$ cat config.mk
export PLATFORM = sky130hd
export DESIGN_NAME = load_store_unit_flat
export DESIGN_NICKNAME = d
export VERILOG_FILES = /design/src/rtl/load_store_unit_if.sv /design/src/rtl/load_store_unit.sv /design/src/flat_wrapper.sv
export SDC_FILE = /design/constraint.sdc
export NUM_CORES = 1
export LEC_CHECK = 0
export ABC_AREA = 1
export CAP_MARGIN = 5
export CELL_PAD_IN_SITES_DETAIL_PLACEMENT = 1
export CELL_PAD_IN_SITES_GLOBAL_PLACEMENT = 1
export CORE_MARGIN = 2
export CORE_UTILIZATION = 36
export DETAILED_ROUTE_END_ITERATION = 10
export PLACE_DENSITY_LB_ADDON = 0.1
export SLEW_MARGIN = 15
export SYNTH_ARGS = -nofsm -noshare
export SYNTH_HDL_FRONTEND = slang
export SYNTH_SLANG_ARGS = --single-unit
$ cat constraint.sdc
create_clock -name clk -period 2.68 [get_ports clk]
set_input_delay 0.804 -clock clk [delete_from_list [all_inputs] [get_ports clk]]
set_output_delay 0.804 -clock clk [all_outputs]
set_load 0.05 [all_outputs]
$ cat src/rtl/load_store_unit_if.sv
// Load/store bus bundle: pipeline request/response side plus word-wide DataMemory side.
// Latency: none, wiring only.
// Backpressure: req_ready from the unit; responses and memory strobes are not backpressured.
interface load_store_unit_if;
  // pipeline request side
  logic        req_valid;
  logic        req_ready;
  logic        req_write;
  logic [1:0]  req_size;
  logic        req_signed;
  logic [31:0] req_addr;
  logic [31:0] req_wdata;
  // pipeline response side
  logic        resp_valid;
  logic [31:0] resp_rdata;
  logic        resp_err;
  // DataMemory side
  logic [31:0] address;
  logic [31:0] writeData;
  logic        MemRead;
  logic        MemWrite;
  logic [31:0] readData;

  // the load/store unit itself
  modport slave (
    input  req_valid, req_write, req_size, req_signed, req_addr, req_wdata, readData,
    output req_ready, resp_valid, resp_rdata, resp_err, address, writeData, MemRead, MemWrite
  );

  // the pipeline stage and memory model around the unit
  modport master (
    output req_valid, req_write, req_size, req_signed, req_addr, req_wdata, readData,
    input  req_ready, resp_valid, resp_rdata, resp_err, address, writeData, MemRead, MemWrite
  );
endinterface

$ cat src/rtl/load_store_unit.sv
// Sequences byte/halfword/word loads and stores onto a word-wide memory; sub-word stores are read-modify-write.
// Latency: load READ_LATENCY+1, word store 2, sub-word store READ_LATENCY+2 cycles from accept to resp_valid.
// Backpressure: req_ready only in IDLE, one access in flight; no response backpressure. Option macro: LSU_MISALIGN_TRAP_EN.
module load_store_unit #(
  parameter int READ_LATENCY = 1
) (
  input logic              clk,
  input logic              rst_n,
  load_store_unit_if.slave lsu
);

  typedef enum logic [1:0] {IDLE, RD, WR, RESP} state_t;

  localparam int            CW       = (READ_LATENCY > 1) ? $clog2(READ_LATENCY) : 1;
  localparam logic [CW-1:0] CNT_LAST = CW'(READ_LATENCY - 1);

  // FSM state and read-latency counter
  state_t      r_state;
  state_t      w_state_nxt;
  logic [CW-1:0] r_cnt;
  logic [CW-1:0] w_cnt_nxt;

  // captured request fields
  logic        r_write;
  logic        r_signed;
  logic [1:0]  r_size;
  logic [1:0]  r_lane;
  logic [15:0] r_wdata;

  // registered outputs
  logic        r_mem_read;
  logic        r_mem_write;
  logic [31:0] r_address;
  logic [31:0] r_write_data;
  logic        r_resp_valid;
  logic [31:0] r_resp_rdata;
  logic        r_resp_err;

  // combinational helpers
  logic        w_misalign;
  logic [31:0] w_req_addr;
  logic [7:0]  w_byte;
  logic [15:0] w_half;
  logic [31:0] w_ld_ext;
  logic [31:0] w_merged;
  logic [31:0] w_address_nxt;
  logic [31:0] w_wdata_nxt;
  logic [31:0] w_rdata_nxt;
  logic        w_err_nxt;

  assign lsu.req_ready  = (r_state == IDLE);
  assign lsu.MemRead    = r_mem_read;
  assign lsu.MemWrite   = r_mem_write;
  assign lsu.address    = r_address;
  assign lsu.writeData  = r_write_data;
  assign lsu.resp_valid = r_resp_valid;
  assign lsu.resp_rdata = r_resp_rdata;
  assign lsu.resp_err   = r_resp_err;

`ifdef LSU_MISALIGN_TRAP_EN
  // misaligned halfword/word requests are trapped and answered with an error
  always_comb begin
    w_misalign = ((lsu.req_size == 2'b01) && lsu.req_addr[0]) ||
                 (lsu.req_size[1] && (lsu.req_addr[1:0] != 2'b00));
    w_req_addr = lsu.req_addr;
  end
`else
  // misaligned halfword/word requests are silently aligned down and proceed
  always_comb begin
    w_misalign = 1'b0;
    w_req_addr = lsu.req_addr;
    if (lsu.req_size[1]) begin
      w_req_addr[1:0] = 2'b00;
    end else if (lsu.req_size == 2'b01) begin
      w_req_addr[0] = 1'b0;
    end
  end
`endif

  // lane extraction, load extension and store merge on the word coming back from memory
  always_comb begin
    w_byte = lsu.readData[7:0];
    case (r_lane)
      2'd1:    w_byte = lsu.readData[15:8];
      2'd2:    w_byte = lsu.readData[23:16];
      2'd3:    w_byte = lsu.readData[31:24];
      default: w_byte = lsu.readData[7:0];
    endcase
    w_half = r_lane[1] ? lsu.readData[31:16] : lsu.readData[15:0];

    w_ld_ext = lsu.readData;
    if (r_size == 2'b00) begin
      w_ld_ext = {{24{r_signed & w_byte[7]}}, w_byte};
    end else if (r_size == 2'b01) begin
      w_ld_ext = {{16{r_signed & w_half[15]}}, w_half};
    end

    w_merged = lsu.readData;
    if (r_size == 2'b00) begin
      case (r_lane)
        2'd1:    w_merged[15:8]  = r_wdata[7:0];
        2'd2:    w_merged[23:16] = r_wdata[7:0];
        2'd3:    w_merged[31:24] = r_wdata[7:0];
        default: w_merged[7:0]   = r_wdata[7:0];
      endcase
    end else if (r_size == 2'b01) begin
      if (r_lane[1]) begin
        w_merged[31:16] = r_wdata;
      end else begin
        w_merged[15:0] = r_wdata;
      end
    end
  end

  // next-state and next-output decode
  always_comb begin
    w_state_nxt   = r_state;
    w_cnt_nxt     = r_cnt;
    w_address_nxt = r_address;
    w_wdata_nxt   = r_write_data;
    w_rdata_nxt   = r_resp_rdata;
    w_err_nxt     = r_resp_err;
    case (r_state)
      IDLE: begin
        if (lsu.req_valid) begin
          w_address_nxt = {2'b00, w_req_addr[31:2]};
          w_cnt_nxt     = '0;
          w_rdata_nxt   = '0;
          w_err_nxt     = 1'b0;
          if (w_misalign) begin
            w_state_nxt = RESP;
            w_err_nxt   = 1'b1;
          end else if (lsu.req_write && lsu.req_size[1]) begin
            w_state_nxt = WR;
            w_wdata_nxt = lsu.req_wdata;
          end else begin
            w_state_nxt = RD;
          end
        end
      end
      RD: begin
        if (r_cnt == CNT_LAST) begin
          if (r_write) begin
            w_state_nxt = WR;
            w_wdata_nxt = w_merged;
          end else begin
            w_state_nxt = RESP;
            w_rdata_nxt = w_ld_ext;
          end
        end else begin
          w_cnt_nxt = r_cnt + 1'b1;
        end
      end
      WR:      w_state_nxt = RESP;
      RESP:    w_state_nxt = IDLE;
      default: w_state_nxt = IDLE;
    endcase
  end

  // state register
  always_ff @(posedge clk or negedge rst_n) begin
    if (!rst_n) begin
      r_state <= IDLE;
    end else begin
      r_state <= w_state_nxt;
    end
  end

  // counter, captured request and registered outputs; strobes follow the state being entered
  always_ff @(posedge clk or negedge rst_n) begin
    if (!rst_n) begin
      r_cnt        <= '0;
      r_write      <= 1'b0;
      r_signed     <= 1'b0;
      r_size       <= 2'b00;
      r_lane       <= 2'b00;
      r_wdata      <= '0;
      r_mem_read   <= 1'b0;
      r_mem_write  <= 1'b0;
      r_address    <= '0;
      r_write_data <= '0;
      r_resp_valid <= 1'b0;
      r_resp_rdata <= '0;
      r_resp_err   <= 1'b0;
    end else begin
      if ((r_state == IDLE) && lsu.req_valid) begin
        r_write  <= lsu.req_write;
        r_signed <= lsu.req_signed;
        r_size   <= lsu.req_size;
        r_lane   <= w_req_addr[1:0];
        r_wdata  <= lsu.req_wdata[15:0];
      end
      r_cnt        <= w_cnt_nxt;
      r_mem_read   <= (w_state_nxt == RD);
      r_mem_write  <= (w_state_nxt == WR);
      r_resp_valid <= (w_state_nxt == RESP);
      r_address    <= w_address_nxt;
      r_write_data <= w_wdata_nxt;
      r_resp_rdata <= w_rdata_nxt;
      r_resp_err   <= w_err_nxt;
    end
  end

endmodule

$ cat src/flat_wrapper.sv
// flat-port wrapper written by rule: the top's interface ports become plain ports
module load_store_unit_flat 
#(
  parameter int READ_LATENCY = 1
)
  (clk, rst_n, lsu_req_valid, lsu_req_write, lsu_req_size, lsu_req_signed, lsu_req_addr, lsu_req_wdata, lsu_readData, lsu_req_ready, lsu_resp_valid, lsu_resp_rdata, lsu_resp_err, lsu_address, lsu_writeData, lsu_MemRead, lsu_MemWrite);
  load_store_unit_if lsu_i ();
  input logic clk;
  input logic rst_n;
  input wire logic [$bits(lsu_i.req_valid)-1:0] lsu_req_valid;
  input wire logic [$bits(lsu_i.req_write)-1:0] lsu_req_write;
  input wire logic [$bits(lsu_i.req_size)-1:0] lsu_req_size;
  input wire logic [$bits(lsu_i.req_signed)-1:0] lsu_req_signed;
  input wire logic [$bits(lsu_i.req_addr)-1:0] lsu_req_addr;
  input wire logic [$bits(lsu_i.req_wdata)-1:0] lsu_req_wdata;
  input wire logic [$bits(lsu_i.readData)-1:0] lsu_readData;
  output wire logic [$bits(lsu_i.req_ready)-1:0] lsu_req_ready;
  output wire logic [$bits(lsu_i.resp_valid)-1:0] lsu_resp_valid;
  output wire logic [$bits(lsu_i.resp_rdata)-1:0] lsu_resp_rdata;
  output wire logic [$bits(lsu_i.resp_err)-1:0] lsu_resp_err;
  output wire logic [$bits(lsu_i.address)-1:0] lsu_address;
  output wire logic [$bits(lsu_i.writeData)-1:0] lsu_writeData;
  output wire logic [$bits(lsu_i.MemRead)-1:0] lsu_MemRead;
  output wire logic [$bits(lsu_i.MemWrite)-1:0] lsu_MemWrite;
  assign lsu_i.req_valid = lsu_req_valid;
  assign lsu_i.req_write = lsu_req_write;
  assign lsu_i.req_size = lsu_req_size;
  assign lsu_i.req_signed = lsu_req_signed;
  assign lsu_i.req_addr = lsu_req_addr;
  assign lsu_i.req_wdata = lsu_req_wdata;
  assign lsu_i.readData = lsu_readData;
  assign lsu_req_ready = lsu_i.req_ready;
  assign lsu_resp_valid = lsu_i.resp_valid;
  assign lsu_resp_rdata = lsu_i.resp_rdata;
  assign lsu_resp_err = lsu_i.resp_err;
  assign lsu_address = lsu_i.address;
  assign lsu_writeData = lsu_i.writeData;
  assign lsu_MemRead = lsu_i.MemRead;
  assign lsu_MemWrite = lsu_i.MemWrite;
  load_store_unit #(.READ_LATENCY(READ_LATENCY)) u_core (.clk(clk), .rst_n(rst_n), .lsu(lsu_i));
endmodule
==> results.py <==
metrics = {
    "global_routing": {
        "grt_pass1_wl_um": 40400,
        "grt_max_degree": 73,
        "grt_pass1_vias": 7582,
        "grt_use_total_pct": 25.3,
        "antenna_found_initial": 0,
        "gr-total-overflow": 0,
    },
    "routing": {
        "vias_per_cell": 4.96,
        "vias": 7494,
        "antenna_violating_nets_post_route": 0,
        "drcViolationCount": 0,
        "drt-total-wl_um": 25300,
        "routedWlPerCell_um": 16.8,
        "dr.pass1.iters": 5,
        "drtIter0Drc": 416,
    },
    "finish": {
        "layout.cell_area.non_filler_um2": 9850,
        "final_core_utilization_pct": 52.3,
        "nets": 1345,
        "layout-area-overhead-vs-synth_pct": 41.3,
        "area.sequential_um2": 3030,
        "num_antenna_cells": 0,
        "multi_input_logic_area_um2": 3320,
        "final_layout_size_suffix_gt1_share_pct": 5.91,
        "layout.filler_cells": 2400,
    },
    "worst_setup_path": {
        "cp.buffers_inverters": 1,
        "path_class": "reg2out",
        "setup.worst_path.start_class": "flop",
        "timing.critical_path.max_delay_family": "buffers and inverters",
        "crit_path_end_kind": "output port",
        "path_max_fanout": 2,
        "worst_endpoint_data_arrival_time_ns": 1.63,
        "cp_cell_sequence": "clkdlybuf4s50_1",
        "slowest_stage": "clkdlybuf4s50_1",
        "critPathRequiredTime_ns": 1.88,
        "worst_path_largest_cell_delay_ns": 0.83,
    },
    "timing": {
        "fin_setup_tns_ns": 0,
        "final.setup_skew_ns": 0.00666,
        "finalWorstPathRequiredPeriod_ns": 2.43,
        "final.period_utilization_pct": 90.8,
        "max-slew-margin-rel_pct": 58.5,
        "report.final.slew_viol_count": 0,
        "max_clock_freq_mhz": 411,
        "rsz_0062_raised_after_global_routing": "false",
        "setup-violations-final": 0,
        "report.final.hold_viol_count": 0,
        "tightestPinTransition_ns": 0.623,
    },
    "power": {
        "share_clk_of_total_power_pct": 17.0,
        "p_sw_w": 0.00717,
        "internal_power_of_the_cells_w": 0.00666,
        "share_comb_of_total_power_pct": 59.0,
        "p_leak_nw": 5.08,
        "power.switching_fraction_pct": 51.9,
        "power_frac_seq_pct": 24.0,
        "vdd.ir_drop.worst_v": 0.000716,
        "powerDensity_nw_per_um2": 1400,
    },
    "yosys": {
        "post_synth_num_cell_types": 27,
        "synthDominantAreaCellType": "dfrtp_1",
        "syn_area_per_cell_um2": 6.60,
        "post_synth_most_frequent_cells": "493 x nand2_1, 121 x dfrtp_1, 100 x nand3_1",
        "postSynth.asyncResetShare_pct": 100,
        "netlist_area_um2": 6970,
        "yosys.area.top_type_share_pct": 43.4,
        "yosysWarningCount": 0,
        "dominantRegCellSynth": "dfrtp_1",
        "register_bit_count_reported_by_yosys": 121,
        "instance_count_of_the_mapped_netlist": 1057,
        "ys_seq_area_share_pct": 43.4,
        "synth-edff-count": 0,
        "most_common_cell_in_the_synthesized_netlist": "nand2_1",
        "ranking_of_synthesized_cells_by_area": "dfrtp_1 43%, nand2_1 27%, nand3_1 7.2%",
    },
    "cts": {
        "postCtsSetupBuffers": 0,
        "clk_pin_slew_ns": 0.06,
        "tritoncts": "built",
        "clock_sinks": 121,
        "postCtsHoldBufs": 0,
        "cts_buffer_depth": 2,
        "clk_tree_root_cell": "clkbuf_16",
        "worstSkewPairLatency_ns": 0.43,
        "deepest_level_of_the_cts_h_tree": 4,
        "cts.repair.resized": 0,
        "tritoncts.num_buffers": 17,
    },
    "outcome": {
        "result_of_the_run": "finished clean",
    },
    "die": {
        "die_y_um": 143,
        "std_cell_rows": 50,
        "fp.dieW_um": 143,
        "floorplan.initialDensity_pct": 37.0,
        "io_pins": 204,
        "die_area_um2": 20500,
        "floorplan.core_area_um2": 18800,
    },
    "placement": {
        "place_area_um2": 9250,
        "portBuffers": 200,
        "detailedPlacementHpwl_um": 18100,
        "finalWeightedCongestion": 0.842,
    },
    "job": {
        "cap_violations": 0,
    },
    "min_path": {
        "min_path_type": "in2async",
    },
}
final timing paths:
path	cells past startpoint	endpoint	slack (ns)	startpoint
setup / recovery	1	lsu_writeData[8]	0.25	u_core.lsu.writeData[8]
hold / removal	1	u_core.lsu.address[7]	0.16	rst_n
setup reg to reg	9	u_core.lsu.resp_rdata[8]	0.77	u_core.r_lane[1]
hold reg to reg	2	u_core.lsu.writeData[22]	0.48	u_core.lsu.writeData[22]
max in group asynchronous	2	u_core.lsu.writeData[17]	1.92	rst_n
min in group clk	2	u_core.lsu.writeData[22]	0.48	u_core.lsu.writeData[22]
logic make-up after synthesis:
family	after synthesis	share of synthesized area [%]
AND/OR/NAND/NOR	695	40.3
flip-flops	121	43.4
adder cells (fa/ha/maj)	3	0.538
other	1	0.0538
AO/OA/AOI/OAI	81	6.53
buffers and inverters	156	9.13
power by group through the flow:
stage	combinational (W)	sequential [W]	clock, W
finish	0.00815	0.00332	0.00236
global route	0.00891	0.00343	0.00248
CTS	0.00822	0.00332	0.00240
detailed placement	0.00817	0.00332	0
global placement	0.00796	0.00333	0
floorplan	0.00330	0.00541	0
state kept, by name (all words and copies together), names as in the netlist, 2 cells and up:
signal                 cells
u_core.r_state             2
u_core.r_size              2
u_core.r_lane              2
u_core.lsu.address        30
u_core.lsu.resp_rdata     32
u_core.lsu.writeData      32
u_core.r_wdata            16
area by class of cell:
class / count / share of cell area [%]
Inverter: 95 / 3.62
Tap cell: 260 / 3.30
Sequential cell: 121 / 30.7
Timing Repair Buffer: 222 / 22.6
Clock inverter: 14 / 1.64
Clock buffer: 18 / 4.46
Multi-Input combinational cell: 782 / 33.7
metal layers:
metal | GRT usage (%) | wire (um) | vias up
li1 | - | - | 3635
met1 | 33.9 | 11500 | 3595
met2 | 41.3 | 11700 | 226
met3 | 5.06 | 1530 | 38
met4 | 7.71 | 584 | 0
met5 | 0 | 0 | -
placed cells by master, fill, tap and decap left out, drive strengths merged:
cell type	n
nand3b	1
a21oi	41
bufinv	2
clkdlybuf4s50	198
o22ai	2
nor2	79
nand3	101
and2	1
nand4	14
ha	3
nand2	498
conb	3
o211ai	16
or2	1
clkbuf	18
inv	98
buf	24
a31oi	1
dfrtp	121
o21ai	21
clkinv	7
clkinvlp	2
metrics by stage:
stage,power (W),hold slack [ns],setup WS [ns],cells
6_report,0.0138,0.163,0.247,1512
2_1_floorplan,0.00871,0.472,0.712,1059
5_1_grt,0.0148,0.159,0.186,1512
4_1_cts,0.0139,0.152,0.219,1512
3_3_place_gp,0.0113,0.461,0.242,1480
3_5_place_dp,0.0115,0.466,0.235,1480
No activity file was read; power rests on OpenSTA's default activity.
